===== config.mk =====
export PLATFORM = sky130hd
export DESIGN_NAME = scatter2d_engine_flat
export DESIGN_NICKNAME = d
export VERILOG_FILES = /design/src/rtl/scatter2d_engine_if.sv /design/src/rtl/scatter2d_engine.sv /design/src/flat_wrapper.sv
export SDC_FILE = /design/constraint.sdc
export NUM_CORES = 1
export LEC_CHECK = 0
export ABC_AREA = 1
export CORE_MARGIN = 2
export CORE_UTILIZATION = 39
export CTS_CLUSTER_SIZE = 14
export DETAILED_ROUTE_END_ITERATION = 8
export DONT_BUFFER_PORTS = 1
export GPL_TIMING_DRIVEN = 1
export PLACE_DENSITY = 0.57
export SYNTH_ARGS = -nofsm -noshare
export SYNTH_HDL_FRONTEND = slang
export SYNTH_SLANG_ARGS = --single-unit
export TNS_END_PERCENT = 10

===== constraint.sdc =====
create_clock -name clk -period 15.3 [get_ports clk]
set_input_delay 3.06 -clock clk [delete_from_list [all_inputs] [get_ports clk]]
set_output_delay 3.06 -clock clk [all_outputs]
set_load 0.02 [all_outputs]

===== src/rtl/scatter2d_engine_if.sv =====
// ---------------------------------------------------------------------------
// scatter2d_engine_if
// Memory write port of the scatter engine: a valid/ready beat channel that
// carries one 32-bit word and its byte address per accepted beat.
//   m_valid  master->slave  beat valid (held with address/data until accepted)
//   m_ready  slave->master  sink accepts the beat when m_valid && m_ready
//   m_addr   master->slave  byte address of the beat
//   m_data   master->slave  write data
// ---------------------------------------------------------------------------
interface scatter2d_engine_if;
  logic        m_valid;
  logic        m_ready;
  logic [31:0] m_addr;
  logic [31:0] m_data;

  modport master (
    output m_valid,
    output m_addr,
    output m_data,
    input  m_ready
  );

  modport slave (
    input  m_valid,
    input  m_addr,
    input  m_data,
    output m_ready
  );
endinterface


===== src/rtl/scatter2d_engine.sv =====
// ---------------------------------------------------------------------------
// scatter2d_engine
// Streams the O scratchpad row by row to destination memory rows selected by
// the index RAM. Each read of the O buffer is tagged with its destination
// address; returning words are queued in a 2-entry FIFO that feeds the
// valid/ready write port.
// Ports:
//   clk, rstn              clock, asynchronous active-low reset
//   start                  begin a scatter (only honoured in IDLE)
//   s_tokens, head_dim_d   rows and words per row, latched at accepted start
//   base_addr              destination byte base, latched at accepted start
//   o_ren/o_raddr/o_rdata  O buffer read port, data one cycle after o_ren
//   idx_rd_addr/_data      index RAM read port, combinational data
//   wr                     write beat channel (master side)
//   busy                   high while running or draining
//   done                   one-cycle completion pulse
// ---------------------------------------------------------------------------
module scatter2d_engine (
  input  logic                      clk,
  input  logic                      rstn,
  input  logic                      start,
  input  logic [15:0]               s_tokens,
  input  logic [15:0]               head_dim_d,
  input  logic [31:0]               base_addr,
  output logic                      o_ren,
  output logic [15:0]               o_raddr,
  input  logic [31:0]               o_rdata,
  output logic [15:0]               idx_rd_addr,
  input  logic [15:0]               idx_rd_data,
  scatter2d_engine_if.master        wr,
  output logic                      busy,
  output logic                      done
);

  typedef enum logic [1:0] {
    ST_IDLE  = 2'd0,
    ST_RUN   = 2'd1,
    ST_DRAIN = 2'd2,
    ST_DONE  = 2'd3
  } state_t;

  state_t      state_r;
  logic [15:0] tokens_r;
  logic [15:0] dim_r;
  logic [31:0] base_r;
  logic [15:0] tok_r;
  logic [15:0] d_r;
  logic [15:0] lin_r;
  logic        busy_r;
  logic        done_r;

  logic        inflight_r;
  logic [31:0] tag_addr_r;

  logic [31:0] fifo_addr_r [2];
  logic [31:0] fifo_data_r [2];
  logic        rd_ptr_r;
  logic        wr_ptr_r;
  logic [1:0]  occ_r;

  logic        pop_s;
  logic        push_s;
  logic [2:0]  need_s;
  logic        issue_s;
  logic        last_s;
  logic [31:0] entry_addr_s;
  logic [1:0]  occ_next_s;

  // Handshake and credit: a read may issue only if its word is guaranteed a
  // FIFO slot, counting the word still in flight and any pop this cycle.
  always_comb begin
    pop_s        = (occ_r != 2'd0) && wr.m_ready;
    push_s       = inflight_r;
    need_s       = {1'b0, occ_r} + {2'b00, inflight_r} - {2'b00, pop_s};
    issue_s      = (state_r == ST_RUN) && (need_s < 3'd2);
    last_s       = (tok_r == (tokens_r - 16'd1)) && (d_r == (dim_r - 16'd1));
    entry_addr_s = base_r +
                   ((({16'h0000, idx_rd_data} * {16'h0000, dim_r}) + {16'h0000, d_r}) << 2);
  end

  // FIFO occupancy update; push and pop together leave it unchanged.
  always_comb begin
    occ_next_s = occ_r;
    case ({push_s, pop_s})
      2'b10:   occ_next_s = occ_r + 2'd1;
      2'b01:   occ_next_s = occ_r - 2'd1;
      default: occ_next_s = occ_r;
    endcase
  end

  assign o_ren       = issue_s;
  assign o_raddr     = lin_r;
  assign idx_rd_addr = (state_r == ST_RUN) ? tok_r : 16'h0000;
  assign wr.m_valid  = (occ_r != 2'd0);
  assign wr.m_addr   = fifo_addr_r[rd_ptr_r];
  assign wr.m_data   = fifo_data_r[rd_ptr_r];
  assign busy        = busy_r;
  assign done        = done_r;

  // Control FSM: latches the job, walks tok/d, and drives busy/done.
  always_ff @(posedge clk or negedge rstn) begin
    if (!rstn) begin
      state_r  <= ST_IDLE;
      tokens_r <= 16'h0000;
      dim_r    <= 16'h0000;
      base_r   <= 32'h0000_0000;
      tok_r    <= 16'h0000;
      d_r      <= 16'h0000;
      lin_r    <= 16'h0000;
      busy_r   <= 1'b0;
      done_r   <= 1'b0;
    end else begin
      case (state_r)
        ST_IDLE: begin
          done_r <= 1'b0;
          if (start) begin
            tokens_r <= s_tokens;
            dim_r    <= head_dim_d;
            base_r   <= base_addr;
            tok_r    <= 16'h0000;
            d_r      <= 16'h0000;
            lin_r    <= 16'h0000;
            if ((s_tokens != 16'h0000) && (head_dim_d != 16'h0000)) begin
              state_r <= ST_RUN;
              busy_r  <= 1'b1;
            end else begin
              // Empty job: report completion without touching memory.
              state_r <= ST_DONE;
              done_r  <= 1'b1;
            end
          end else begin
            state_r <= ST_IDLE;
          end
        end
        ST_RUN: begin
          if (issue_s) begin
            lin_r <= lin_r + 16'd1;
            if (d_r == (dim_r - 16'd1)) begin
              d_r   <= 16'h0000;
              tok_r <= tok_r + 16'd1;
            end else begin
              d_r <= d_r + 16'd1;
            end
            if (last_s) begin
              state_r <= ST_DRAIN;
            end else begin
              state_r <= ST_RUN;
            end
          end else begin
            state_r <= ST_RUN;
          end
        end
        ST_DRAIN: begin
          // Finish once the last queued beat leaves and nothing is returning.
          if (!inflight_r && (occ_r == {1'b0, pop_s})) begin
            state_r <= ST_DONE;
            busy_r  <= 1'b0;
            done_r  <= 1'b1;
          end else begin
            state_r <= ST_DRAIN;
          end
        end
        ST_DONE: begin
          state_r <= ST_IDLE;
          done_r  <= 1'b0;
        end
        default: begin
          state_r <= ST_IDLE;
          busy_r  <= 1'b0;
          done_r  <= 1'b0;
        end
      endcase
    end
  end

  // In-flight tag: destination address of the word returning next cycle.
  always_ff @(posedge clk or negedge rstn) begin
    if (!rstn) begin
      inflight_r <= 1'b0;
      tag_addr_r <= 32'h0000_0000;
    end else begin
      inflight_r <= issue_s;
      if (issue_s) begin
        tag_addr_r <= entry_addr_s;
      end else begin
        tag_addr_r <= tag_addr_r;
      end
    end
  end

  // Two-entry write FIFO holding address/data pairs for the write port.
  always_ff @(posedge clk or negedge rstn) begin
    if (!rstn) begin
      for (int i = 0; i < 2; i++) begin
        fifo_addr_r[i] <= 32'h0000_0000;
        fifo_data_r[i] <= 32'h0000_0000;
      end
      rd_ptr_r <= 1'b0;
      wr_ptr_r <= 1'b0;
      occ_r    <= 2'd0;
    end else begin
      if (push_s) begin
        fifo_addr_r[wr_ptr_r] <= tag_addr_r;
        fifo_data_r[wr_ptr_r] <= o_rdata;
        wr_ptr_r              <= ~wr_ptr_r;
      end else begin
        wr_ptr_r <= wr_ptr_r;
      end
      if (pop_s) begin
        rd_ptr_r <= ~rd_ptr_r;
      end else begin
        rd_ptr_r <= rd_ptr_r;
      end
      occ_r <= occ_next_s;
    end
  end

endmodule


===== src/flat_wrapper.sv =====
// flat-port wrapper written by rule: the top's interface ports become plain ports
module scatter2d_engine_flat 
  (clk, rstn, start, s_tokens, head_dim_d, base_addr, o_ren, o_raddr, o_rdata, idx_rd_addr, idx_rd_data, busy, done, wr_m_valid, wr_m_addr, wr_m_data, wr_m_ready);
  scatter2d_engine_if wr_i ();
  input  logic clk;
  input  logic rstn;
  input  logic start;
  input  logic [15:0] s_tokens;
  input  logic [15:0] head_dim_d;
  input  logic [31:0] base_addr;
  output logic o_ren;
  output logic [15:0] o_raddr;
  input  logic [31:0] o_rdata;
  output logic [15:0] idx_rd_addr;
  input  logic [15:0] idx_rd_data;
  output logic busy;
  output logic done;
  output wire logic [$bits(wr_i.m_valid)-1:0] wr_m_valid;
  output wire logic [$bits(wr_i.m_addr)-1:0] wr_m_addr;
  output wire logic [$bits(wr_i.m_data)-1:0] wr_m_data;
  input wire logic [$bits(wr_i.m_ready)-1:0] wr_m_ready;
  assign wr_m_valid = wr_i.m_valid;
  assign wr_m_addr = wr_i.m_addr;
  assign wr_m_data = wr_i.m_data;
  assign wr_i.m_ready = wr_m_ready;
  scatter2d_engine u_core (.clk(clk), .rstn(rstn), .start(start), .s_tokens(s_tokens), .head_dim_d(head_dim_d), .base_addr(base_addr), .o_ren(o_ren), .o_raddr(o_raddr), .o_rdata(o_rdata), .idx_rd_addr(idx_rd_addr), .idx_rd_data(idx_rd_data), .wr(wr_i), .busy(busy), .done(done));
endmodule

-- After elaboration in Yosys (flattened, before gate mapping)
Cells that the tools add are included.
- logic and storage cells: 106
- bits of input ports: 116
- output and inout bits: 100
- flip-flop bits (word level): 281
- bitwise logic cells: 4
- order comparisons: 4
- reduce and logical (&&, ||, !) cells: 20
- $mul: 1
- muxes and demuxes: 35
- add/sub/neg operators: 11
- eq/ne operators: 13
- operator list (kind ; count):
    $mux 32 ; 7
    $bwmux 64 ; 2
    $mux 16 ; 7
    $pmux 16 s2 ; 3
    $add 16x1->16 const B ; 3
    $add 32x32->32 ; 1
    $demux 32 s1 ; 1
    $eq 16x16->1 ; 2
    $reduce_bool 16->1 ; 2
    $sub 16x1->16 const B ; 2
    $add 30x16->30 ; 1
    $mul 16x16->30 ; 1
    $mux 2 ; 4
    $ne 2x1->1 const B ; 4
    $pmux 2 s4 ; 1
    $reduce_and 4->1 ; 2
    $reduce_bool 2->1 ; 4
    $mux 1 ; 7
    $eq 2x2->1 const B ; 3
    $logic_and 1x1->1 ; 6
    $eq 2x1->1 const B ; 2
    $ge 2x2->1 const B ; 2
    $not 1->2 ; 2
    $pmux 2 s2 ; 1
    16 further kinds ; 18

-- Logic depth before layout (Yosys ltp)
Gate-level depths: netlist of the first run.
- depth after elaboration: 7
- gate-level depth with buffers: 36
- gate-level depth less buffers: 34

-- Worst setup path after synthesis of the first run
OpenSTA, ideal clock, no wires.
- path kind: input-to-reg
- from: in idx_rd_data[12]
- to: reg u_core.tag_addr_r[23]
- path slack: 5.986 ns
- path buffers: 2
- data required time: 15.170 ns
- library setup time: 0.130 ns
- arrival time: 9.184 ns
- stages: 31
- path through: clkbuf_1 > clkbuf_1 > nand2_1 > fa_1 > fa_1 > fa_1 > inv_1 > fa_1 > fa_1 > inv_1 > fa_1 > inv_1 > ha_1 > nand2_1 > inv_1 > nand3_1 > nor3_1 > nand4_1 > nand3_1 > xor2_1 > ha_1 > nand2_1 > nand2_1 > o21bai_1 > a21oi_1 > inv_1 > nor2_1 > o21ai_0 > or2_2 > nand3_1 > o21ai_0
- word-level cells in the longest chain between the ends: 3
- RTL lines (item ; line ; source):
    start: declaration ; flat_wrapper.sv:15 ; input logic [15:0] idx_rd_data;
    $mul 16x16->30 ; scatter2d_engine.sv:78 ; ((({16'h0000, idx_rd_data} * {16'h0000, dim_r}) + {16'h0000, d_r}) << 2);
    $add 30x16->30 ; scatter2d_engine.sv:78 ;
    $add 32x32->32 ; scatter2d_engine.sv:77 ; entry_addr_s = base_r +
    end signal: assignment ; scatter2d_engine.sv:184 ; tag_addr_r <= entry_addr_s;
    end signal: assignment ; scatter2d_engine.sv:186 ; tag_addr_r <= tag_addr_r;
    end: declaration ; scatter2d_engine.sv:53 ; logic [31:0] tag_addr_r;
No other way between the ends.
A chain may end at the register's enable or synchronous reset.

-- Worst setup path after layout of the first run
- from: in idx_rd_data[11]
- to: reg u_core.tag_addr_r[26]
Same word-level chain as after synthesis.

==> results of run 1 <==
-- metal layers --
metal | up-vias | share of wire [%] | global-route usage (%)
met1 | 9689 | 45 | 27.74
met4 | 2 | 1.8 | 4.695
li1 | 9798 | - | -
met3 | 78 | 5.6 | 3.899
met2 | 428 | 47 | 35.08
met5 | - | 0.013 | 0
-- state kept, by name (all words and copies together) (netlist names), 2 cells and up --
register            count
u_core.fifo_data_r     64
u_core.dim_r           16
u_core.d_r             16
u_core.occ_r            2
u_core.tokens_r        16
u_core.tok_r           16
u_core.fifo_addr_r     64
u_core.tag_addr_r      32
u_core.base_r          32
u_core.o_raddr         16
u_core.state_r          2
-- cell type report --
type | count | area [um2] | share of cell area, %
antenna | 1 | 2.502 | 0.009525
clock buffer | 49 | 967.2 | 3.681
clock inverter | 11 | 158.9 | 0.6048
inverter | 618 | 2322 | 8.839
multi-input combinational | 2254 | 14580 | 55.51
sequential | 281 | 7033 | 26.77
tap | 837 | 1047 | 3.986
timing repair buffer | 21 | 157.7 | 0.6001
-- metrics by stage --
step | setup slack [ps] | area (um2) | std cells | hold WS, ps
3_3_place_gp | 5657 | 25140 | 4011 | 465.5
3_5_place_dp | 5625 | 25140 | 4011 | 472.5
5_1_grt | 5726 | 26270 | 4071 | 498.9
2_1_floorplan | 5986 | 24490 | 3291 | 449.1
4_1_cts | 6185 | 26270 | 4071 | 486.8
6_report | 6125 | 26270 | 4072 | 479.4
-- synth_stat cells (2+ instances only) --
| cell | instances | area (um2) |
|---|---|---|
| nor2_4 | 3 | 33.78 |
| nor3_1 | 30 | 150.1 |
| buf_4 | 2 | 15.01 |
| ha_1 | 135 | 1689 |
| buf_2 | 15 | 75.07 |
| xor2_1 | 58 | 508.0 |
| inv_2 | 7 | 26.28 |
| o31ai_1 | 3 | 22.52 |
| buf_1 | 6 | 22.52 |
| a211oi_1 | 2 | 15.01 |
| nor2_2 | 15 | 93.84 |
| or2_2 | 13 | 81.33 |
| o22ai_1 | 7 | 43.79 |
| a21boi_0 | 2 | 15.01 |
| o41ai_1 | 2 | 17.52 |
| nand3b_1 | 11 | 82.58 |
| fa_1 | 211 | 4224 |
| inv_1 | 610 | 2290 |
| o21bai_1 | 11 | 82.58 |
| nand4_1 | 29 | 181.4 |
| nand2_2 | 3 | 18.77 |
| nand2_1 | 1059 | 3975 |
| nor2_1 | 167 | 626.9 |
| o21ai_1 | 2 | 10.01 |
| and2_1 | 2 | 12.51 |
| clkbuf_1 | 112 | 420.4 |
| a31oi_1 | 5 | 31.28 |
| o21a_1 | 2 | 15.01 |
| o211ai_1 | 3 | 22.52 |
| a21o_1 | 8 | 60.06 |
| nor3b_1 | 2 | 15.01 |
| buf_6 | 3 | 33.78 |
| dfrtp_1 | 281 | 7032 |
| o21ai_0 | 221 | 1106 |
| or2_1 | 2 | 12.51 |
| nand3_1 | 118 | 590.6 |
| nor4_1 | 12 | 75.07 |
| xnor2_1 | 34 | 297.8 |
| a21oi_1 | 74 | 370.4 |
-- worst max-delay path by stage --
stage | start | endpoint | slack, ps | cells past startpoint
after detailed placement | idx_rd_data[11] | u_core.tag_addr_r[26] | 5630 | 32
after floorplan | idx_rd_data[12] | u_core.tag_addr_r[23] | 5990 | 31
after global routing | idx_rd_data[11] | u_core.tag_addr_r[31] | 5730 | 30
final | idx_rd_data[11] | u_core.tag_addr_r[26] | 6130 | 32
after CTS | idx_rd_data[11] | u_core.tag_addr_r[26] | 6190 | 32
after global placement | idx_rd_data[11] | u_core.tag_addr_r[26] | 5660 | 32
-- layout by cell type, fill, tap and decap left out, types with 6 or more instances in the layout --
cell type,count
a21o_1,8
a21oi_1,74
buf_4,21
clkbuf_1,9
clkbuf_16,34
clkbuf_8,6
dfrtp_1,280
fa_1,211
ha_1,135
inv_1,608
inv_2,8
nand2_1,1057
nand3_1,118
nand3b_1,11
nand4_1,29
nor2_1,167
nor2_2,15
nor3_1,30
nor4_1,12
o21ai_0,221
o21bai_1,11
o22ai_1,7
or2_2,12
xnor2_1,34
xor2_1,58
-- worst max-delay path, delay by kind of cell --
| family | cells | cell delay (ps) |
|---|---|---|
| compound gates | 1 | 80 |
| buf+inv | 7 | 480 |
| xor+xnor | 1 | 230 |
| fa+ha+maj | 8 | 3740 |
| simple gates | 15 | 1960 |
-- cell families after synthesis --
family | share of synthesized area, %
xor+xnor | 3.290
simple gates | 24.53
fa+ha+maj | 24.14
buf+inv | 11.80
compound gates | 7.535
flops | 28.71
==> impl_metrics.json, run 1 <==
{
  "cts_hold_buf": 0,
  "initialDrtViolationCount": 1369,
  "setup_tns_ps": 0,
  "drt-wirelength-per-cell_um": 16.57,
  "ys_seq_area_share_pct": 28.71,
  "ios": 216,
  "ys_seq_elements": 281,
  "cp_slowest_cell": "fa_1",
  "path_clk_slew_ps": 60,
  "die_w_um": 254.6,
  "reg2reg_from": "u_core.dim_r[7]",
  "max_freq_mhz": 109.0,
  "rsz0062_at_grt": "false",
  "cts_tree": "built",
  "grt_max_degree": 282,
  "timing.final.hold_violations": 0,
  "slew_headroom_pct": 34.66,
  "die_h_um": 254.6,
  "post-route-period-util_pct": 59.97,
  "synth_cell_types": 48,
  "rows": 91,
  "place_congestion": 0.9256,
  "initial_core_util_pct": 39.54,
  "maxSlewViolCount": 0,
  "maxCapViolCount": 0,
  "finalSetupViolations": 0,
  "num_vias": 19995,
  "worstHoldPathCells": 2,
  "min_period_ps": 9175,
  "final_core_utilization_pct": 42.42,
  "finClkSkew_ps": 29.44,
  "cp-end-kind": "flop",
  "cts_setup_buffers": 0,
  "r2r_slack_ps": 7700,
  "ctsResizeCount": 0,
  "holdPathEnd": "u_core.fifo_addr_r[2]",
  "synth_flop_cell": "dfrtp_1",
  "dr.pass1.iters": 5,
  "synth_edf_count": 0,
  "antenna_found_initial": 1,
  "worst_hold_path_type": "flop to flop",
  "drc": 0,
  "core-area_um2": 61940,
  "clockBufferDepth": 3,
  "syn2layout_area_growth_pct": 7.269,
  "crit_arrival_ps": 9590,
  "antenna_left": 0,
  "worstSetupPathType": "input port to flop",
  "reg2reg_to": "u_core.tag_addr_r[26]",
  "critical_path.max_stage_delay_ps": 540,
  "die-area_um2": 64820,
  "avgSynthCellArea_um2": 7.442,
  "syn_area_um2": 24490,
  "numPortBuffers": 0,
  "h-tree-depth": 2,
  "n_fill_cell": 6467,
  "hpwl_mm": 50.59,
  "first_global_vias": 19422,
  "cts-root-buf": "clkbuf_16",
  "status": "complete, no violations",
  "drive_above_1_share_pct": 3.803,
  "wirelength_mm": 67.47,
  "worstRegToRegCells": 32,
  "via_per_inst": 4.910,
  "tightestPinTransition_ps": 980.1,
  "syn_nets": 3753,
  "path_max_fanout": 16,
  "critical_path_required_ps": 15710,
  "startpoint_type": "input port",
  "ys_async_sr_fraction_pct": 100.0,
  "clock_sinks": 281,
  "overflow": 0,
  "worstSkewPairLatency_ps": 560,
  "netlist_instances": 3291,
  "ys.warnings.count": 0,
  "cts_buffers": 34,
  "track_usage_pct": 20.80,
  "grt_pass1_wl_mm": 106.4,
  "crit_path_frequent_cell": "inv_1",
  "min_from": "u_core.fifo_addr_r[2]",
  "nets": 3672
}
Power of run 1 is not shown: default switching activity piles up to over one toggle a cycle in this logic, so the estimate is an artifact.
==> run 2, diff against run 1 <==
Clock period 15.3 ns to 9.27 ns, I/O delays scaled along.
==> run 2 against run 1 <==
  * Wire length up 0.17%
  * Core utilization about the same
  * Global-route usage up 0.093 points
  * Highest routed layer unchanged
==> impl_metrics.json, run 2 (synthesis gave the netlist of run 1 again) <==
{
  "status": "complete, no violations",
  "grt_pass1_wl_mm": 106.6,
  "cts_hold_buf": 0,
  "critical_path_required_ps": 9710,
  "via_per_inst": 4.868,
  "cts_setup_buffers": 0,
  "grt_max_degree": 282,
  "startpoint_type": "input port",
  "hpwl_mm": 51.33,
  "post-route-period-util_pct": 87.29,
  "numPortBuffers": 0,
  "num_vias": 19826,
  "rsz0062_at_grt": "false",
  "rows": 91,
  "wirelength_mm": 67.59,
  "dr.pass1.iters": 5,
  "antenna_found_initial": 3,
  "worstSetupStartpoint": "idx_rd_data[11]",
  "critical_path.max_stage_delay_ps": 550,
  "max_freq_mhz": 123.6,
  "preCtsSetupSlack_ps": 764.1,
  "ios": 216,
  "maxCapViolCount": 0,
  "h-tree-depth": 2,
  "layout_commonest_cell": "nand2_1",
  "finalSetupViolations": 0,
  "antenna_left": 0,
  "ctsResizeCount": 0,
  "seqCellArea_um2": 7033,
  "cp_slowest_cell": "fa_1",
  "reg2reg_from": "u_core.dim_r[2]",
  "cts_buffers": 34,
  "cp-end-kind": "flop",
  "worstSetupPathType": "input port to flop",
  "multiInputGateArea_um2": 14580,
  "dp_cells": 4013,
  "path_clk_slew_ps": 60,
  "path_max_fanout": 16,
  "slew_headroom_pct": 34.80,
  "n_fill_cell": 6440,
  "nets": 3674,
  "place_congestion": 0.9271,
  "drc": 0,
  "cts-root-buf": "clkbuf_16",
  "drive_above_1_share_pct": 3.894,
  "top_regs": "u_core.fifo_addr_r: 64 flops, u_core.fifo_data_r: 64 flops",
  "setup_slack_ps": 1178,
  "syn2layout_area_growth_pct": 7.198,
  "min_period_ps": 8092,
  "setup_tns_ps": 0,
  "clock_sinks": 281,
  "timing.final.hold_violations": 0,
  "initial_core_util_pct": 39.54,
  "min_from": "u_core.fifo_data_r[42]",
  "die_w_um": 254.6,
  "overflow": 0,
  "crit_arrival_ps": 8530,
  "first_global_vias": 19238,
  "finClkSkew_ps": 32.83,
  "cts_tree": "built",
  "drt-wirelength-per-cell_um": 16.59,
  "worst_hold_path_type": "flop to flop",
  "die_h_um": 254.6,
  "die-area_um2": 64820,
  "num_antenna_cells": 0,
  "initialDrtViolationCount": 1280,
  "tightestPinTransition_ps": 978.0,
  "track_usage_pct": 20.89,
  "worstSkewPairLatency_ps": 550,
  "mostFrequentLayoutCells": "1057 x nand2_1, 608 x inv_1, 280 x dfrtp_1, 221 x o21ai_0, 211 x fa_1",
  "maxSlewViolCount": 0,
  "fin_cells": 4073,
  "clockBufferDepth": 3,
  "hold_ws_ps": 481.5,
  "core-area_um2": 61940
}
run 2: cell count changes in the layout (fill, tap and decap cells not counted):
cell        previous run  this run
clkbuf_8               6         7
clkinv_16              1         0
diode_2                1         0
bufinv_16              2         1
clkbuf_1               9         8
buf_4                 21        23
clkinvlp_4             0         2
inv_8                  1         0
clkinv_8               0         1
run 2: path summary, 6_finish.rpt:
kind | to | slack [ps] | depth (start not counted)
hold / removal | u_core.fifo_data_r[42] | 480 | 2
setup reg to reg | u_core.tag_addr_r[31] | 1520 | 29
min in group asynchronous | u_core.fifo_data_r[54] | 1010 | 0
max in group asynchronous | u_core.d_r[10] | 7860 | 0
hold reg to reg | u_core.fifo_data_r[42] | 480 | 2
setup / recovery | u_core.tag_addr_r[31] | 1180 | 30
run 2: metal layers:
layer	wire [um]	global-route usage (%)
met1	30610	28.34
met2	31840	34.67
met3	3950	4.031
met4	1135	4.528
met5	46	0
run 2: cell type report:
| cell class | instances | share of cell area (%) |
|---|---|---|
| multi-input combinational | 2254 | 55.55 |
| sequential | 281 | 26.79 |
| inverter | 618 | 8.845 |
| tap | 837 | 3.989 |
| clock buffer | 49 | 3.722 |
| timing repair buffer | 23 | 0.6576 |
| clock inverter | 11 | 0.4527 |
run 2: stage by stage:
stage / utilization (%) / area, um2
after floorplan: - / 24490
after global placement: 40.62 / 25160
after detailed placement: 40.62 / 25160
after CTS: 42.39 / 26260
after global routing: 42.39 / 26260
final: 42.39 / 26260
run 2: worst max-delay path, delay by kind of cell:
| kind | cells | cell delay [ps] |
|---|---|---|
| AOI/OAI and AO/OA | 5 | 920 |
| xor gates and xnor gates | 1 | 270 |
| and+or+nand+nor | 10 | 1300 |
| adders and majority gates | 8 | 3780 |
| buffers and inverters | 6 | 400 |
Power of run 2 is left out for the same reason.
==> run 3, diff against run 2 <==
Settings changed: CORE_MARGIN 2 to not set.
==> run 3 against run 2 <==
  * Core utilization rose by 0.076 points
  * Clock skew decreased by 19 ps
  * Via count is 0.35% higher
  * Non-clock buffer count shrank 5
  * Sequential share of layout area is essentially flat
  * Worst setup slack better by 210 ps
  * Clock-buffer cell count decreased by 1
  * Critical path depth is 1 higher
  * Highest routed layer is now met4
==> impl_metrics.json, run 3 (synthesis gave the netlist of run 1 again) <==
{
  "path_max_fanout": 16,
  "finClkSkew_ps": 13.89,
  "crit_arrival_ps": 8300,
  "die_h_um": 252.6,
  "die_w_um": 252.6,
  "antenna_found_initial": 0,
  "grt_max_degree": 282,
  "critical_path_required_ps": 9680,
  "r2r_slack_ps": 1740,
  "post-route-period-util_pct": 85.07,
  "cts_buffers": 34,
  "numPortBuffers": 0,
  "layout_commonest_cell": "nand2_1",
  "cp_slowest_cell": "fa_1",
  "die-area_um2": 63810,
  "rsz0062_at_grt": "false",
  "drc": 0,
  "dr.pass1.iters": 5,
  "route.top_layer_used": "met4",
  "maxSlewViolCount": 0,
  "reg2reg_to": "u_core.tag_addr_r[30]",
  "timing.final.hold_violations": 0,
  "ios": 216,
  "cp-end-kind": "flop",
  "maxCapViolCount": 0,
  "wl_met3_mm": 3.992,
  "drt-wirelength-per-cell_um": 16.51,
  "clockBufferDepth": 3,
  "worstSkewPairLatency_ps": 550,
  "status": "complete, no violations",
  "worst_hold_path_type": "flop to flop",
  "place_area_um2": 25120,
  "wl_met1_mm": 30.13,
  "initial_core_util_pct": 39.62,
  "h-tree-depth": 2,
  "worstRegToRegCells": 28,
  "setup_tns_ps": 0,
  "overflow": 0,
  "stdcell_area_um2": 26250,
  "core-area_um2": 61830,
  "num_antenna_cells": 0,
  "first_global_vias": 19240,
  "multiInputGateArea_um2": 14580,
  "holdPathEnd": "u_core.fifo_addr_r[16]",
  "preCtsSetupSlack_ps": 848.5,
  "n_fill_cell": 6407,
  "drive_above_1_share_pct": 3.622,
  "tightestPinTransition_ps": 1021,
  "min_period_ps": 7886,
  "cts-root-buf": "clkbuf_16",
  "via_per_inst": 4.892,
  "wl_met2_mm": 31.89,
  "seqCellArea_um2": 7033,
  "slew_headroom_pct": 31.91,
  "nets": 3669,
  "cts_setup_buffers": 0,
  "place_congestion": 0.8970,
  "min_from": "u_core.fifo_addr_r[16]",
  "worstSetupPathType": "input port to flop",
  "mostFrequentLayoutCells": "1057 x nand2_1, 608 x inv_1, 280 x dfrtp_1, 221 x o21ai_0, 211 x fa_1",
  "worstHoldPathCells": 2,
  "path_clk_slew_ps": 60,
  "clock_sinks": 281,
  "hpwl_mm": 50.39,
  "max_freq_mhz": 126.8,
  "reg2reg_from": "u_core.dim_r[2]",
  "grt_pass1_wl_mm": 106.7,
  "ctsResizeCount": 0,
  "cts_tree": "built",
  "finalSetupViolations": 0,
  "initialDrtViolationCount": 1607,
  "num_vias": 19896,
  "cts_hold_buf": 0,
  "top_regs": "u_core.fifo_addr_r: 64 flops, u_core.fifo_data_r: 64 flops",
  "startpoint_type": "input port",
  "rows": 91,
  "setup_slack_ps": 1384,
  "critical_path.max_stage_delay_ps": 540,
  "antenna_left": 0,
  "track_usage_pct": 21.30,
  "wirelength_mm": 67.13,
  "syn2layout_area_growth_pct": 7.193
}
[run 3: worst max path at each step]
stage	from	endpoint	slack, ps
6_report	idx_rd_data[10]	u_core.tag_addr_r[30]	1380
3_5_place_dp	idx_rd_data[10]	u_core.tag_addr_r[26]	850
5_1_grt	idx_rd_data[10]	u_core.tag_addr_r[30]	950
4_1_cts	idx_rd_data[10]	u_core.tag_addr_r[30]	1430
2_1_floorplan	idx_rd_data[12]	u_core.tag_addr_r[23]	1160
3_3_place_gp	idx_rd_data[10]	u_core.tag_addr_r[31]	900
[run 3: per-layer routing]
metal / global-route usage [%] / up-vias
met4: 4.848 / 0
met3: 3.522 / 65
met5: 0 / -
met2: 35.24 / 502
met1: 29.08 / 9525
li1: - / 9804
[run 3: area by class of cell]
| type | count | area share [%] |
|---|---|---|
| flip-flops and latches | 281 | 26.79 |
| inverters | 618 | 8.845 |
| multi-input cells | 2254 | 55.55 |
| well taps | 837 | 3.989 |
| clock inverters | 11 | 0.7578 |
| clock buffers | 48 | 3.555 |
| repair buffers | 18 | 0.5147 |
[run 3: critical path, delay by kind of cell]
family                     cells  cell delay [ps]
AOI/OAI and AO/OA              3              380
xor gates and xnor gates       1              220
adders and majority gates      8             3740
buffers and inverters          6              410
and+or+nand+nor               13             1690
[run 3: metrics by stage]
step	hold WS [ps]	util, %	instances
5_1_grt	499.2	42.46	4067
3_5_place_dp	472.1	40.63	4008
2_1_floorplan	449.1	-	3291
3_3_place_gp	464.6	40.63	4008
6_report	481.1	42.46	4067
4_1_cts	486.9	42.46	4067
Power of run 3 is left out for the same reason.
